## src/rtl/uart_transmitter.sv

```systemverilog
`default_nettype none
// ============================================================================
// Module   : uart_transmitter
// Purpose  : Configurable UART transmitter clocked by a 16x baud clock.
//            A small register bank (parity enable/type, stop bits, frame
//            length) is written through a valid/address/data strobe. A
//            payload of 5..9 bits is latched together with the configuration
//            and shifted out LSB first as START, DATA, optional PARITY and
//            one or two STOP bits. Each bit lasts OVERSAMPLE clocks.
// Ports    : clk_16bd    - 16x baud clock, rising edge
//            rst         - asynchronous active-low reset
//            valid       - configuration write strobe
//            address[3:0]- configuration register select
//            data[3:0]   - configuration write data
//            ack         - one-cycle pulse after an accepted write
//            frame[8:0]  - payload, LSB first
//            frame_valid - payload request
//            frame_ready - payload can be accepted this cycle
//            Tx          - serial line, idle high
//            busy        - a frame is on the line
// Revision : 1.0 - initial release
// ============================================================================
module uart_transmitter #(
  parameter int OVERSAMPLE = 16
) (
  input  logic       clk_16bd,
  input  logic       rst,
  input  logic       valid,
  input  logic [3:0] address,
  input  logic [3:0] data,
  output logic       ack,
  input  logic [8:0] frame,
  input  logic       frame_valid,
  output logic       frame_ready,
  output logic       Tx,
  output logic       busy
);

  // Tick counter must reach 2*OVERSAMPLE-1 for a two-bit STOP period.
  localparam int           TW            = $clog2(2 * OVERSAMPLE);
  localparam logic [TW-1:0] C_BIT_LAST   = TW'(OVERSAMPLE - 1);
  localparam logic [TW-1:0] C_STOP2_LAST = TW'(2 * OVERSAMPLE - 1);

  localparam logic [3:0] C_ADDR_PAR_EN  = 4'b1001;
  localparam logic [3:0] C_ADDR_PAR_ODD = 4'b1010;
  localparam logic [3:0] C_ADDR_STOP2   = 4'b1011;
  localparam logic [3:0] C_ADDR_LEN     = 4'b1100;

  typedef enum logic [2:0] {
    S_IDLE   = 3'd0,
    S_START  = 3'd1,
    S_DATA   = 3'd2,
    S_PARITY = 3'd3,
    S_STOP   = 3'd4
  } state_t;

  state_t        state_q, state_d;
  logic [TW-1:0] tick_q, tick_d;
  logic [3:0]    bit_q, bit_d;
  logic          tx_q, tx_d;
  logic          ack_q, ack_d;

  // Live configuration registers
  logic          par_en_q, par_en_d;
  logic          par_odd_q, par_odd_d;
  logic          stop2_q, stop2_d;
  logic [3:0]    len_q, len_d;

  // Snapshot taken when a frame is accepted
  logic [8:0]    frm_q, frm_d;
  logic [3:0]    frm_len_q, frm_len_d;
  logic          frm_par_en_q, frm_par_en_d;
  logic          frm_par_q, frm_par_d;
  logic          frm_stop2_q, frm_stop2_d;

  logic          w_cfg_hit;
  logic          w_cfg_acc;
  logic          w_frm_acc;
  logic [3:0]    w_len_wr;
  logic [8:0]    w_data_mask;
  logic          w_parity;
  logic          w_tick_last;
  logic [3:0]    w_bit_next;

  assign w_cfg_hit = (address == C_ADDR_PAR_EN) || (address == C_ADDR_PAR_ODD) ||
                     (address == C_ADDR_STOP2)  || (address == C_ADDR_LEN);
  assign w_cfg_acc = (state_q == S_IDLE) && valid && w_cfg_hit;
  assign w_frm_acc = frame_ready && frame_valid;

  // 5 + data, saturating at 9
  assign w_len_wr = (data >= 4'd4) ? 4'd9 : (4'd5 + data);

  // Parity is computed once at acceptance over only the bits that will be sent.
  assign w_data_mask = 9'h1FF >> (4'd9 - len_q);
  assign w_parity    = (^(frame & w_data_mask)) ^ par_odd_q;

  assign w_tick_last = (state_q == S_STOP)
                     ? (tick_q == (frm_stop2_q ? C_STOP2_LAST : C_BIT_LAST))
                     : (tick_q == C_BIT_LAST);
  assign w_bit_next  = bit_q + 4'd1;

  always_comb begin
    state_d      = state_q;
    tick_d       = tick_q + 1'b1;
    bit_d        = bit_q;
    tx_d         = tx_q;
    ack_d        = 1'b0;
    par_en_d     = par_en_q;
    par_odd_d    = par_odd_q;
    stop2_d      = stop2_q;
    len_d        = len_q;
    frm_d        = frm_q;
    frm_len_d    = frm_len_q;
    frm_par_en_d = frm_par_en_q;
    frm_par_d    = frm_par_q;
    frm_stop2_d  = frm_stop2_q;

    case (state_q)
      S_IDLE: begin
        tick_d = '0;
        bit_d  = '0;
        tx_d   = 1'b1;
        if (w_cfg_acc) begin
          ack_d = 1'b1;
          case (address)
            C_ADDR_PAR_EN:  par_en_d  = data[3];
            C_ADDR_PAR_ODD: par_odd_d = data[3];
            C_ADDR_STOP2:   stop2_d   = data[3];
            default:        len_d     = w_len_wr;
          endcase
        end else if (w_frm_acc) begin
          state_d      = S_START;
          tx_d         = 1'b0;
          frm_d        = frame;
          frm_len_d    = len_q;
          frm_par_en_d = par_en_q;
          frm_par_d    = w_parity;
          frm_stop2_d  = stop2_q;
        end
      end
      S_START: begin
        if (w_tick_last) begin
          state_d = S_DATA;
          tick_d  = '0;
          tx_d    = frm_q[0];
        end
      end
      S_DATA: begin
        if (w_tick_last) begin
          tick_d = '0;
          if (bit_q == (frm_len_q - 4'd1)) begin
            bit_d = '0;
            if (frm_par_en_q) begin
              state_d = S_PARITY;
              tx_d    = frm_par_q;
            end else begin
              state_d = S_STOP;
              tx_d    = 1'b1;
            end
          end else begin
            bit_d = w_bit_next;
            tx_d  = frm_q[w_bit_next];
          end
        end
      end
      S_PARITY: begin
        if (w_tick_last) begin
          state_d = S_STOP;
          tick_d  = '0;
          tx_d    = 1'b1;
        end
      end
      S_STOP: begin
        if (w_tick_last) begin
          state_d = S_IDLE;
          tick_d  = '0;
          tx_d    = 1'b1;
        end
      end
      default: begin
        state_d = S_IDLE;
        tick_d  = '0;
        bit_d   = '0;
        tx_d    = 1'b1;
      end
    endcase
  end

  always_ff @(posedge clk_16bd or negedge rst) begin
    if (!rst) begin
      state_q      <= S_IDLE;
      tick_q       <= '0;
      bit_q        <= '0;
      tx_q         <= 1'b1;
      ack_q        <= 1'b0;
      par_en_q     <= 1'b0;
      par_odd_q    <= 1'b0;
      stop2_q      <= 1'b0;
      len_q        <= 4'd8;
      frm_q        <= '0;
      frm_len_q    <= 4'd8;
      frm_par_en_q <= 1'b0;
      frm_par_q    <= 1'b0;
      frm_stop2_q  <= 1'b0;
    end else begin
      state_q      <= state_d;
      tick_q       <= tick_d;
      bit_q        <= bit_d;
      tx_q         <= tx_d;
      ack_q        <= ack_d;
      par_en_q     <= par_en_d;
      par_odd_q    <= par_odd_d;
      stop2_q      <= stop2_d;
      len_q        <= len_d;
      frm_q        <= frm_d;
      frm_len_q    <= frm_len_d;
      frm_par_en_q <= frm_par_en_d;
      frm_par_q    <= frm_par_d;
      frm_stop2_q  <= frm_stop2_d;
    end
  end

  assign Tx          = tx_q;
  assign ack         = ack_q;
  assign busy        = (state_q != S_IDLE);
  // A configuration strobe blocks payload acceptance in the same cycle.
  assign frame_ready = (state_q == S_IDLE) && !valid;

endmodule
`default_nettype wire

```

## config.mk

```make
export PLATFORM = sky130hd
export DESIGN_NAME = uart_transmitter
export DESIGN_NICKNAME = d
export VERILOG_FILES = /design/src/rtl/uart_transmitter.sv
export SDC_FILE = /design/constraint.sdc
export NUM_CORES = 1
export LEC_CHECK = 0
export BUFFER_PORTS_ARGS = -buffer_cell sky130_fd_sc_hd__buf_2
export CORE_ASPECT_RATIO = 0.9
export CORE_MARGIN = 2
export CORE_UTILIZATION = 54
export CTS_BUF_LIST = sky130_fd_sc_hd__clkbuf_4
export DETAILED_ROUTE_END_ITERATION = 12
export GPL_TIMING_DRIVEN = 0
export HOLD_SLACK_MARGIN = 0.05
export PLACE_DENSITY = 0.83
export SYNTH_ARGS = -nofsm -noshare
export SYNTH_HDL_FRONTEND = slang
export SYNTH_SLANG_ARGS = --single-unit
```

## constraint.sdc

```tcl
create_clock -name clk_16bd -period 2.1 [get_ports clk_16bd]
set_input_delay 0.105 -clock clk_16bd [delete_from_list [all_inputs] [get_ports clk_16bd]]
set_output_delay 0.105 -clock clk_16bd [all_outputs]
set_load 0.1 [all_outputs]
```

Yosys cells after proc, flatten, opt, wreduce, memory -nomap -nowiden
Index checks and enable logic that the tools add are counted.
{ "op_classes": {"order_cmp": 2, "n_addsub": 5, "shift": 1, "eq_ne": 19, "reduce_logical": 23, "mux": 29, "bitwise_logic": 5} }
{ "op_table": {"columns": ["operator", "count"], "rows": [
  ["$mux 3", 8],
  ["$reduce_and 3->1", 6],
  ["$eq 4x4->1 const B", 4],
  ["$mux 5", 3],
  ["$pmux 3 s5", 1],
  ["$ne 2x2->1 const B", 7],
  ["$mux 4", 3],
  ["$mux 1", 11],
  ["$and 9x9->9", 1],
  ["$reduce_xor 9->1", 1],
  ["$shr 9x4->9 const A", 1],
  ["$pmux 4 s2", 1],
  ["$reduce_and 7->1", 1],
  ["$eq 3x2->1 const B", 2],
  ["$reduce_or 3->1", 2],
  ["$add 5x1->5 const B", 1],
  ["$eq 5x4->1 const B", 1],
  ["$eq 5x5->1", 1],
  ["$lt 4x5->1 const B", 1],
  ["$add 3x4->4 const A", 1],
  ["$add 4x1->4 const B", 1],
  ["$bmux 1 s4", 1],
  ["$eq 4x4->1", 1],
  ["$ge 4x3->1 const B", 1],
  ["other kinds (16)", 23]
]} }
{ "totals": {"register_bits": 37} }

Depth between registers and ports, before layout
Gate-level depths: netlist of run 1.
{ "logic_depth": {"word_depth": 7, "ltp_mapped": 9, "mapped_depth_nobuf": 9} }

Least setup slack after synthesis of run 1
OpenSTA, ideal clock, no wires.
{ "synth_timing": {"path_kind": "register to output", "from": "register state_q[2]", "to": "output port frame_ready", "path_slack_ps": -485, "stages_incl_launch_ff": 5, "n_path_buf": 1, "t_arrival_ps": 2480, "path_cell_list": "dfrtp_1 -> clkbuf_1 -> nor3_1 -> inv_2 -> nor2_1"} }
{ "synth_via": {"elab_chain_cells": 2} }
{ "synth_lines": {"columns": ["element", "line_no", "source"], "rows": [
  ["start, declared", "57", "state_t state_q, state_d;"],
  ["start signal, assigned", "206", "state_q <= state_d;"],
  ["$logic_not 3->1", "227", "assign frame_ready = (state_q == S_IDLE) && !valid;"],
  ["$logic_and 1x1->1", "227", null],
  ["end, declared", "34", "output logic frame_ready,"]
]} }
No other way between the ends.

Worst setup path after layout of run 1
{ "layout_timing": {"from": "register len_q[1]", "to": "register frm_par_q"} }
{ "layout_via": {"elab_chain_cells": 5} }
{ "layout_lines": {"columns": ["element", "line_no", "source"], "rows": [
  ["start, declared", "67", "logic [3:0] len_q, len_d;"],
  ["start signal, assigned", "214", "len_q <= len_d;"],
  ["$sub 4x4->4", "94", "assign w_data_mask = 9'h1FF >> (4'd9 - len_q);"],
  ["$shr 9x4->9", "94", null],
  ["$and 9x9->9", "95", "assign w_parity = (^(frame & w_data_mask)) ^ par_odd_q;"],
  ["$reduce_xor 9->1", "95", null],
  ["$xor 1x1->1", "95", null],
  ["end signal, assigned", "218", "frm_par_q <= frm_par_d;"],
  ["end, declared", "73", "logic frm_par_q, frm_par_d;"]
]} }
No other way between the ends.
A chain may end at the register's enable or synchronous reset.

==> qor.yml, run 1 <==
result_of_the_run: "finished, violations left"
failing_checks: "negative setup slack"
ordered_list_of_cells_on_the_worst_path: "inv_2 > ha_4 > or3b_4 > mux2_4 > o21ai_2 > xnor2_1 > xnor2_1 > xnor2_1 > o21ai_1"
core.rowCount: 21
i_o_pins: 25
grt_setup_unrepaired: "yes"
critPathKind: "flop to flop"
routability_congestion_estimate: 0.843
cpMostUsedCell: "xnor2_1"
cp_data_arrival_time_ns: 2.36
grt_first_pass_wirelength_mm: 6.93
yosysUniqueCellTypes: 40
synthesis.area_mm2: 0.00202
finClkSkew_ns: 0.00503
floorplan_die_area_mm2: 0.00425
via_count_of_the_first_global_routing_pass: 1534
cpMaxStageDelayCell: "dfrtp_1"
period_share_pct: 102
drc: 0
netlist.area_leader.share_pct: 42.1
maxUsedRoutingLayer: "met4"
pin_slew_with_the_least_headroom_to_its_limit_ns: 0.806
end_kind: "flop"
postSynth.topFlopCell: "dfrtp_1"
number_of_flip_flops_and_latches_in_the_synthesized_netlist: 37
core_area_mm2: 0.00365
worstSkewPairLatency_ns: 0.34
grt_antenna_before_repair: 0
maximum_level_of_the_cts_h_tree: 2
fillerInstances: 256
post_drt_wl_per_cell_um: 14.5
netlist_instances: 202
seq_area_frac_synth_pct: 46.0
place_ws_ns: -0.129
total_power_mw: 3.16
die_w_um: 68.5
synthesis.area_per_instance_um2: 10.0
cts_root_buffer: "clkbuf_4"
final_setup_fails: 1
final_ws_setup_ns: -0.0419
starting_density_of_the_core_pct: 55.3
via_per_inst: 5.52
most_common_cell_in_the_synthesized_netlist: "dfrtp_1"
place.detailed.hpwl_mm: 2.79
timing.max_cap.violations: 0
finish.cell_count_without_fillers: 297
dpl.cell_count: 272
max_slew_margin_pct: 46.2
static-leakage-power_nw: 1.10
grt-ovfl-total: 0
antenna_cells: 0
crit_path_max_fanout: 3
grtUsageTotal_pct: 22.9
clock_tree_from_tritoncts: "done"
max_slew_violations: 0
die_h_um: 62.0
met1Wirelength_mm: 1.86
io_buffers: 24
final_net_count: 279
final_hold_viol_count: 0
power.density_mw_per_mm2: 1290
fin_tns_setup_ns: -0.0419
synth.area.top_cells: "dfrtp_1 (42%), mux2_1 (7.8%), xnor2_1 (4.8%)"
detailroute.wirelength.met2_mm: 2.19
clk_pin_slew_ns: 0.10
clkSinkCount: 37
critical-path-max-stage-delay_ns: 0.40
synth_enable_flop_cells: 0
cp_data_required_time_ns: 2.32
synth.net_count: 230
drt_pass_1_iters: 4
drtAntennaViolNets: 0
ir_drop_mv: 0.839
startpoint_kind_of_the_worst_setup_timing_path: "flop"
fin_crit_ns: 2.14
min-delay-path-class: "input port to flop"
drt_wl_total_mm: 4.30
synth.yosys.warnings: 0
wl_met3_um: 153
layout-area-overhead-vs-synth_pct: 21.4
routed-via-count: 1638
drive_above_1_share_pct: 22.7
cts.path.max_buffers: 2
post-synth-top-area-cell: "dfrtp_1"
synth.cells.most_frequent: "dfrtp_1 (34), nor2_1 (21), nand2_1 (18), mux2_1 (14), o21ai_1 (13)"
pin_count_of_the_biggest_net_entering_global_routing: 38
detail_route.iter0.violations: 51
max_freq_mhz: 467
async_flop_share_pct: 100
total_cts_buffers: 5
==> worst max-delay path, delay by kind of cell, from the launching register on <==
family                     cells  cell delay (ns)
AOI/OAI and AO/OA              2             0.20
DFF                            1             0.40
and+or+nand+nor                1             0.39
muxes                          1             0.29
buffers and inverters          1             0.09
xor gates and xnor gates       3             0.44
adders and majority gates      1             0.20
==> power breakdown <==
group / leakage [nW] / internal, mW / total, mW / switching (mW)
clock: 0.0292 / 0.134 / 0.357 / 0.222
combinational: 0.611 / 0.704 / 1.61 / 0.903
sequential: 0.461 / 1.01 / 1.20 / 0.189
total: 1.10 / 1.85 / 3.16 / 1.31
==> placed cells by master (no fill, tap or decap), types with 7 or more instances in the layout <==
cell and count:
xnor2_1 11, a21oi_1 7, buf_2 25, dlygate4sd3_1 13
dfrtp_1 34, nand2_1 18, o21ai_1 13, nand3_1 8
mux2_1 14, nor2_1 18
==> metal layers <==
metal | vias to the layer above | track usage [%]
met2 | 32 | 39.1
li1 | 800 | -
met5 | - | 0
met4 | 0 | 9.14
met3 | 10 | 5.77
met1 | 796 | 28.0
==> through the flow <==
stage / util (%) / instance area, um^2 / hold WS, ns
detailed placement: 60.7 / 2220 / 0.235
floorplan: - / 2040 / -0.191
global route: 67.1 / 2450 / 0.0715
CTS: 66.8 / 2440 / 0.0522
global placement: 60.7 / 2220 / 0.239
finish: 67.1 / 2450 / 0.0534
==> path summary, 6_finish.rpt <==
| kind | start | to | slack (ns) | cells after the start |
|---|---|---|---|---|
| max reg2reg | len_q[1]$_DFFE_PN0P_ | frm_par_q$_DFFE_PN0P_ | -0.04 | 9 |
| min | frame[0] | frm_q[0]$_DFFE_PN0P_ | 0.05 | 3 |
| max | len_q[1]$_DFFE_PN0P_ | frm_par_q$_DFFE_PN0P_ | -0.04 | 9 |
| min reg2reg | tick_q[0]$_DFF_PN0_ | tick_q[0]$_DFF_PN0_ | 0.47 | 1 |
| max in group asynchronous | rst | len_q[0]$_DFFE_PN0P_ | 1.20 | 2 |
| min in group asynchronous | rst | bit_q[0]$_DFFE_PN0P_ | 0.39 | 2 |
==> kinds of logic (layout without fill, tap and decap cells) <==
kind of cell / after synthesis / after routing / synth area share [%]
buf+inv: 16 / 65 / 3.03
fa+ha+maj: 7 / 7 / 4.33
xor+xnor: 18 / 18 / 8.17
mux: 17 / 17 / 10.6
simple gates: 69 / 69 / 17.0
compound gates: 38 / 38 / 10.8
flops: 37 / 37 / 46.0
==> flip-flops by register name, summed over array words and instances, names as in the netlist, 3 cells and up <==
register	cells
frm_q	9
tick_q	5
bit_q	4
frm_len_q	4
len_q	4
state_q	3
==> area by class of cell <==
class / count / area, um^2 / share of cell area [%]
Sequential cell: 37 / 930 / 37.9
Timing Repair Buffer: 42 / 288 / 11.7
Clock buffer: 6 / 45.0 / 1.84
Buffer: 6 / 25.0 / 1.02
Multi-Input combinational cell: 149 / 1070 / 43.5
Tap cell: 46 / 57.6 / 2.35
Clock inverter: 1 / 3.75 / 0.153
Inverter: 10 / 37.5 / 1.53
==> timing repair <==
| item | CTS | global route |
|---|---|---|
| hold buffers | 13 | 0 |
| resized for setup | 3 | 5 |
| setup endpoints to repair | 1 | 8 |
| buffers inserted | 5 | 0 |
| endpoints found under the hold margin | 48 | 0 |
| pin swaps | 6 | 5 |
Note: power is estimated with default switching activity, not from simulation.
==> inputs of run 2 (changes only) <==
--- a/config.mk
+++ b/config.mk
@@ -7,7 +7,6 @@
 export LEC_CHECK = 0
 export BUFFER_PORTS_ARGS = -buffer_cell sky130_fd_sc_hd__buf_2
 export CORE_ASPECT_RATIO = 0.9
-export CORE_MARGIN = 2
 export CORE_UTILIZATION = 54
 export CTS_BUF_LIST = sky130_fd_sc_hd__clkbuf_4
 export DETAILED_ROUTE_END_ITERATION = 12
==> constraint.sdc (replaced) <==
create_clock -name clk_16bd -period 2.1 [get_ports clk_16bd]
set_input_delay 0.105 -clock clk_16bd [delete_from_list [all_inputs] [get_ports clk_16bd]]
set_output_delay 0.105 -clock clk_16bd [all_outputs]
set_load 0.05 [all_outputs]
==> qor.yml, run 2 (synthesis gave the netlist of run 1 again) <==
total_cts_buffers: 5  # unchanged
period_share_pct: 105  # +3.4 points
pin_slew_with_the_least_headroom_to_its_limit_ns: 0.811  # +0.00450 ns
grt_antenna_before_repair: 0  # unchanged
most_common_cell_after_layout_fill_and_taps_aside: "dfrtp_1"
ir_drop_mv: 0.853  # +1.7%
place_ws_ns: -0.156  # -0.0275 ns
grtUsageTotal_pct: 27.2  # +4.4 points
final_net_count: 279  # unchanged
placedInstanceArea_mm2: 0.00221  # -0.45%
total_power_mw: 3.34  # +5.7%
crit_path_max_fanout: 4  # +1
worstSkewPairLatency_ns: 0.35  # about the same
io_buffers: 24  # unchanged
cts_root_buffer: "clkbuf_4"
timing.hold.ws_ns: 0.0640  # +0.0106 ns
via_per_inst: 5.67  # +2.8%
drtAntennaViolNets: 0  # unchanged
detail_route.iter0.violations: 92  # +80%
routed-via-count: 1679  # +2.5%
power.density_mw_per_mm2: 1340  # +3.9%
registers.top_by_ff_count: "frm_q"
critPathKind: "flop to flop"
largest_register_ff_count: 9  # unchanged
final_setup_fails: 1  # unchanged
result_of_the_run: "finished, violations left"
min-delay-path-class: "input port to flop"
layout_top_registers: "frm_q (9), tick_q (5)"
fin_crit_ns: 2.21  # +0.0718 ns
routability_congestion_estimate: 0.844  # +0.11%
drc: 0  # unchanged
max_slew_violations: 0  # unchanged
static-leakage-power_nw: 1.13  # +2.4%
max_slew_margin_pct: 45.9  # -0.30 points
failing_checks: "negative setup slack"
final_ws_setup_ns: -0.114  # -0.0718 ns
floorplan_die_area_mm2: 0.00399  # -6.1%
place.detailed.hpwl_mm: 2.85  # +2.0%
finClkSkew_ns: 0.00886  # +0.00383 ns
layout-area-overhead-vs-synth_pct: 23.5
finish.instance_area_mm2: 0.00249  # +1.7%
core_area_mm2: 0.00348  # -4.8%
clkSinkCount: 37  # unchanged
max_freq_mhz: 452  # -3.2%
cp_data_required_time_ns: 2.33  # about the same
grt_setup_unrepaired: "yes"
cts.path.max_buffers: 2  # unchanged
antenna_cells: 0  # unchanged
drt_pass_1_iters: 4  # unchanged
drive_above_1_share_pct: 23.8  # +1.1 points
cp_data_arrival_time_ns: 2.45  # +0.09 ns
starting_density_of_the_core_pct: 58.1  # +2.8 points
grt-ovfl-total: 0  # unchanged
die_h_um: 60.0  # -3.2%
drt_wl_total_mm: 4.61  # +7.3%
clock_tree_from_tritoncts: "done"
grt_first_pass_wirelength_mm: 7.75  # +12%
end_kind: "flop"
most_frequent_cells_in_the_layout: "dfrtp_1 (34), buf_2 (25), nor2_1 (20), nand2_1 (18)"
pin_count_of_the_biggest_net_entering_global_routing: 38  # unchanged
ff2ff_setup_slack_ns: -0.11  # -0.07 ns
post_drt_wl_per_cell_um: 15.6  # +7.6%
maximum_level_of_the_cts_h_tree: 2  # unchanged
i_o_pins: 25  # unchanged
final_hold_viol_count: 0  # unchanged
startpoint_kind_of_the_worst_setup_timing_path: "flop"
timing.max_cap.violations: 0  # unchanged
die_w_um: 66.5  # -2.9%
core.rowCount: 20  # -4.8%
clk_pin_slew_ns: 0.11  # about the same
via_count_of_the_first_global_routing_pass: 1689  # +10%
==> run 2: where the power goes <==
group	switching (mW)	internal, mW
Combinational	0.866	0.760
Clock	0.235	0.261
Sequential	0.211	1.01
==> run 2: per-layer routing <==
metal  global-route usage (%)  routed length, um  up-vias
met5                        0                  0        -
met4                     13.7                183        0
met3                     8.02                167       17
met2                     45.0               2280       46
met1                     32.5               1980      806
li1                         -                  -      810
==> run 2: per-stage QoR <==
step | util [%] | cells | setup TNS [ns]
global placement | 63.5 | 270 | -0.155
floorplan | - | 202 | 0
CTS | 70.9 | 295 | -0.109
detailed placement | 63.5 | 270 | -0.156
finish | 71.7 | 296 | -0.114
global route | 71.7 | 296 | -0.227
==> run 2: repair_timing <==
item | in CTS | in global routing
setup endpoints to repair | 1 | 15
pin swaps | 7 | 6
gates resized for setup | 5 | 7
hold buffers | 12 | 0
hold endpoints to repair | 47 | 0
buffers inserted | 5 | 1
gates cloned | 0 | 0
==> run 2: path summary, 6_finish.rpt <==
path | startpoint | to | cells after the start
worst min-delay path | address[2] | ack$_DFF_PN0_ | 3
worst max-delay path | len_q[1]$_DFFE_PN0P_ | frm_par_q$_DFFE_PN0P_ | 9
max in group asynchronous | rst | len_q[0]$_DFFE_PN0P_ | 2
worst min register to register | frm_q[2]$_DFFE_PN0P_ | frm_q[2]$_DFFE_PN0P_ | 1
worst max register to register | len_q[1]$_DFFE_PN0P_ | frm_par_q$_DFFE_PN0P_ | 9
min in group asynchronous | rst | bit_q[2]$_DFFE_PN0P_ | 2
==> run 2: critical path, stage by stage (launching register included) <==
cell	delay [ns]
dfrtp_1	0.40
inv_2	0.12
ha_4	0.22
or3b_4	0.38
mux2_4	0.29
o21ai_4	0.14
xnor2_2	0.15
xnor2_2	0.15
xnor2_1	0.16
o21ai_1	0.09
==> run 2: cell type report <==
class / instances / area, um^2
sequential: 37 / 930
clock buffer: 6 / 45.0
clock inverter: 2 / 33.8
buffer: 6 / 25.0
fill: 246 / 983
timing repair buffer: 42 / 285
multi-input combinational: 149 / 1080
inverter: 10 / 37.5
tap: 44 / 55.1
==> inputs of run 3 (changes only) <==
--- a/config.mk
+++ b/config.mk
@@ -7,12 +7,11 @@
 export LEC_CHECK = 0
 export BUFFER_PORTS_ARGS = -buffer_cell sky130_fd_sc_hd__buf_2
 export CORE_ASPECT_RATIO = 0.9
-export CORE_UTILIZATION = 54
-export CTS_BUF_LIST = sky130_fd_sc_hd__clkbuf_4
+export CORE_UTILIZATION = 52
 export DETAILED_ROUTE_END_ITERATION = 12
 export GPL_TIMING_DRIVEN = 0
 export HOLD_SLACK_MARGIN = 0.05
-export PLACE_DENSITY = 0.83
+export PLACE_DENSITY = 0.81
 export SYNTH_ARGS = -nofsm -noshare
 export SYNTH_HDL_FRONTEND = slang
 export SYNTH_SLANG_ARGS = --single-unit
==> qor.yml, run 3 (synthesis gave the netlist of run 1 again) <==
die_w_um: 67.7  # +1.9%
reg2reg_from: "len_q[1]$_DFFE_PN0P_"
core_area_mm2: 0.00373  # +7.3%
pin_count_of_the_biggest_net_entering_global_routing: 38  # unchanged
floorplan_die_area_mm2: 0.00414  # +3.7%
number_of_cells_on_the_worst_hold_path: 2  # -1
drt_wl_total_mm: 4.27  # -7.5%
drive_above_1_share_pct: 24.7  # +0.89 points
max_slew_violations: 0  # unchanged
io_buffers: 24  # unchanged
timing.hold.ws_ns: 0.0606  # -0.00338 ns
power.density_mw_per_mm2: 1370  # +1.9%
fin_crit_ns: 2.14  # -0.0701 ns
final_hold_viol_count: 0  # unchanged
grt_first_pass_wirelength_mm: 6.72  # -13%
drtAntennaViolNets: 0  # unchanged
period_share_pct: 102  # -3.3 points
most_frequent_cells_in_the_layout: "dfrtp_1 (34), buf_2 (25), nor2_1 (21), nand2_1 (18), mux2_1 (14)"
via_per_inst: 5.57  # -1.8%
finClkSkew_ns: 0.00597  # -0.00289 ns
detail_route.iter0.violations: 87  # -5.4%
critPathKind: "flop to flop"
layout-area-overhead-vs-synth_pct: 22.5
startpoint_kind_of_the_worst_setup_timing_path: "flop"
clock_tree_from_tritoncts: "done"
cp_data_required_time_ns: 2.27  # -0.06 ns
clkSinkCount: 37  # unchanged
maximum_level_of_the_cts_h_tree: 2  # unchanged
static-leakage-power_nw: 1.13  # +0.11%
grt_antenna_before_repair: 0  # unchanged
crit_path_max_fanout: 2  # -2
cts_root_buffer: "clkbuf_8"
end_kind: "flop"
grt-ovfl-total: 0  # unchanged
layout.area.seq_um2: 930  # unchanged
place.detailed.hpwl_mm: 2.98  # +4.7%
ir_drop_mv: 0.864  # +1.2%
grt_setup_unrepaired: "yes"
drc: 0  # unchanged
crit-reg2reg-capture: "frm_par_q$_DFFE_PN0P_"
min-delay-path-class: "input port to flop"
holdCritStartpoint: "frame[5]"
hold-path-endpoint: "frm_q[5]$_DFFE_PN0P_"
total_cts_buffers: 5  # unchanged
final_setup_fails: 1  # unchanged
registers.top_by_ff_count: "frm_q"
starting_density_of_the_core_pct: 54.2  # -3.9 points
cpMaxStageDelayCell: "dfrtp_1"
worstSkewPairLatency_ns: 0.30  # -0.05 ns
cts.path.max_buffers: 2  # unchanged
ordered_list_of_cells_on_the_worst_path: "inv_2 > ha_4 > or3b_4 > mux2_4 > o21ai_2 > xnor2_1 > xnor2_1 > xnor2_1 > o21ai_1"
antenna_cells: 0  # unchanged
cpMostUsedCell: "xnor2_1"
core.rowCount: 21  # +5.0%
final_ws_setup_ns: -0.0435  # +0.0701 ns
drt_pass_1_iters: 4  # unchanged
critical_path_buffers_and_inverters: 1  # unchanged
i_o_pins: 25  # unchanged
ff2ff_setup_slack_ns: -0.04  # +0.07 ns
routed-via-count: 1655  # -1.4%
timing.critical_path.depth: 9  # unchanged
most_common_cell_after_layout_fill_and_taps_aside: "dfrtp_1"
multi_input_comb_area_mm2: 0.00105  # -2.8%
pin_slew_with_the_least_headroom_to_its_limit_ns: 0.804  # -0.00639 ns
routability_congestion_estimate: 0.850  # +0.78%
layout_top_registers: "frm_q (9), tick_q (5)"
max_slew_margin_pct: 46.4  # +0.43 points
post_drt_wl_per_cell_um: 14.4  # -7.8%
timing.max_cap.violations: 0  # unchanged
finalCoreUtilization_pct: 66.4  # -5.4 points
fillerInstances: 282  # +15%
cpLargestDelayFamily: "XOR/XNOR gates"
max_freq_mhz: 467  # +3.3%
die_h_um: 61.1  # +1.8%
failing_checks: "negative setup slack"
worst-r2r-cell-count: 9  # unchanged
result_of_the_run: "finished, violations left"
clk_pin_slew_ns: 0.08  # -0.03 ns
grtUsageTotal_pct: 22.9  # -4.4 points
via_count_of_the_first_global_routing_pass: 1525  # -9.7%
cp_data_arrival_time_ns: 2.31  # -0.14 ns
critical-path-max-stage-delay_ns: 0.39  # about the same
largest_register_ff_count: 9  # unchanged
final_net_count: 278  # -0.36%
[run 3: how the worst max path moves through the flow]
stage	start	endpoint	slack, ns
detailed placement	len_q[2]$_DFFE_PN0P_	frm_par_q$_DFFE_PN0P_	-0.16
global route	len_q[1]$_DFFE_PN0P_	frm_par_q$_DFFE_PN0P_	-0.15
global placement	len_q[2]$_DFFE_PN0P_	frm_par_q$_DFFE_PN0P_	-0.1
floorplan	len_q[1]$_DFFE_PN0P_	frm_par_q$_DFFE_PN0P_	0.03
CTS	len_q[1]$_DFFE_PN0P_	frm_par_q$_DFFE_PN0P_	-0.07
finish	len_q[1]$_DFFE_PN0P_	frm_par_q$_DFFE_PN0P_	-0.04
[run 3: final cells by class]
type	count	area share, %
multi-input cells	149	42.5
flip-flops and latches	37	37.5
repair buffers	41	11.0
clock buffers	7	3.89
well taps	46	2.32
inverters	10	1.52
plain buffers	6	0.960
clock inverters	1	0.202
[run 3: what timing repair did]
| action | 4_1_cts | 5_1_grt |
|---|---|---|
| cloned | 0 | 0 |
| endpoints found under the setup margin | 1 | 4 |
| gates resized for setup | 3 | 1 |
| hold endpoints to repair | 38 | 0 |
| setup buffers | 7 | 5 |
| hold buffers | 5 | 0 |
| pin swaps | 7 | 6 |
[run 3: power breakdown]
group	total, mW	internal [mW]	switching, mW
Combinational	1.63	0.799	0.832
Sequential	1.20	1.01	0.189
Clock	0.550	0.297	0.254
[run 3: metal layers]
layer / track usage [%] / wire length, um
met5: 0 / 0
met4: 12.5 / 65
met3: 5.00 / 158
met2: 37.2 / 2130
met1: 28.7 / 1920
[run 3: per-stage QoR]
stage / instance area (um^2) / power (mW) / TNS, ns / setup slack, ns / instances
after floorplan: 2030 / 2.25 / 0 / 0.0307 / 202
after global placement: 2210 / 2.48 / -0.0956 / -0.0956 / 272
after detailed placement: 2210 / 2.57 / -0.164 / -0.164 / 272
after CTS: 2430 / 3.29 / -0.0689 / -0.0689 / 292
after global routing: 2480 / 3.59 / -0.161 / -0.147 / 297
final: 2480 / 3.38 / -0.0435 / -0.0435 / 297
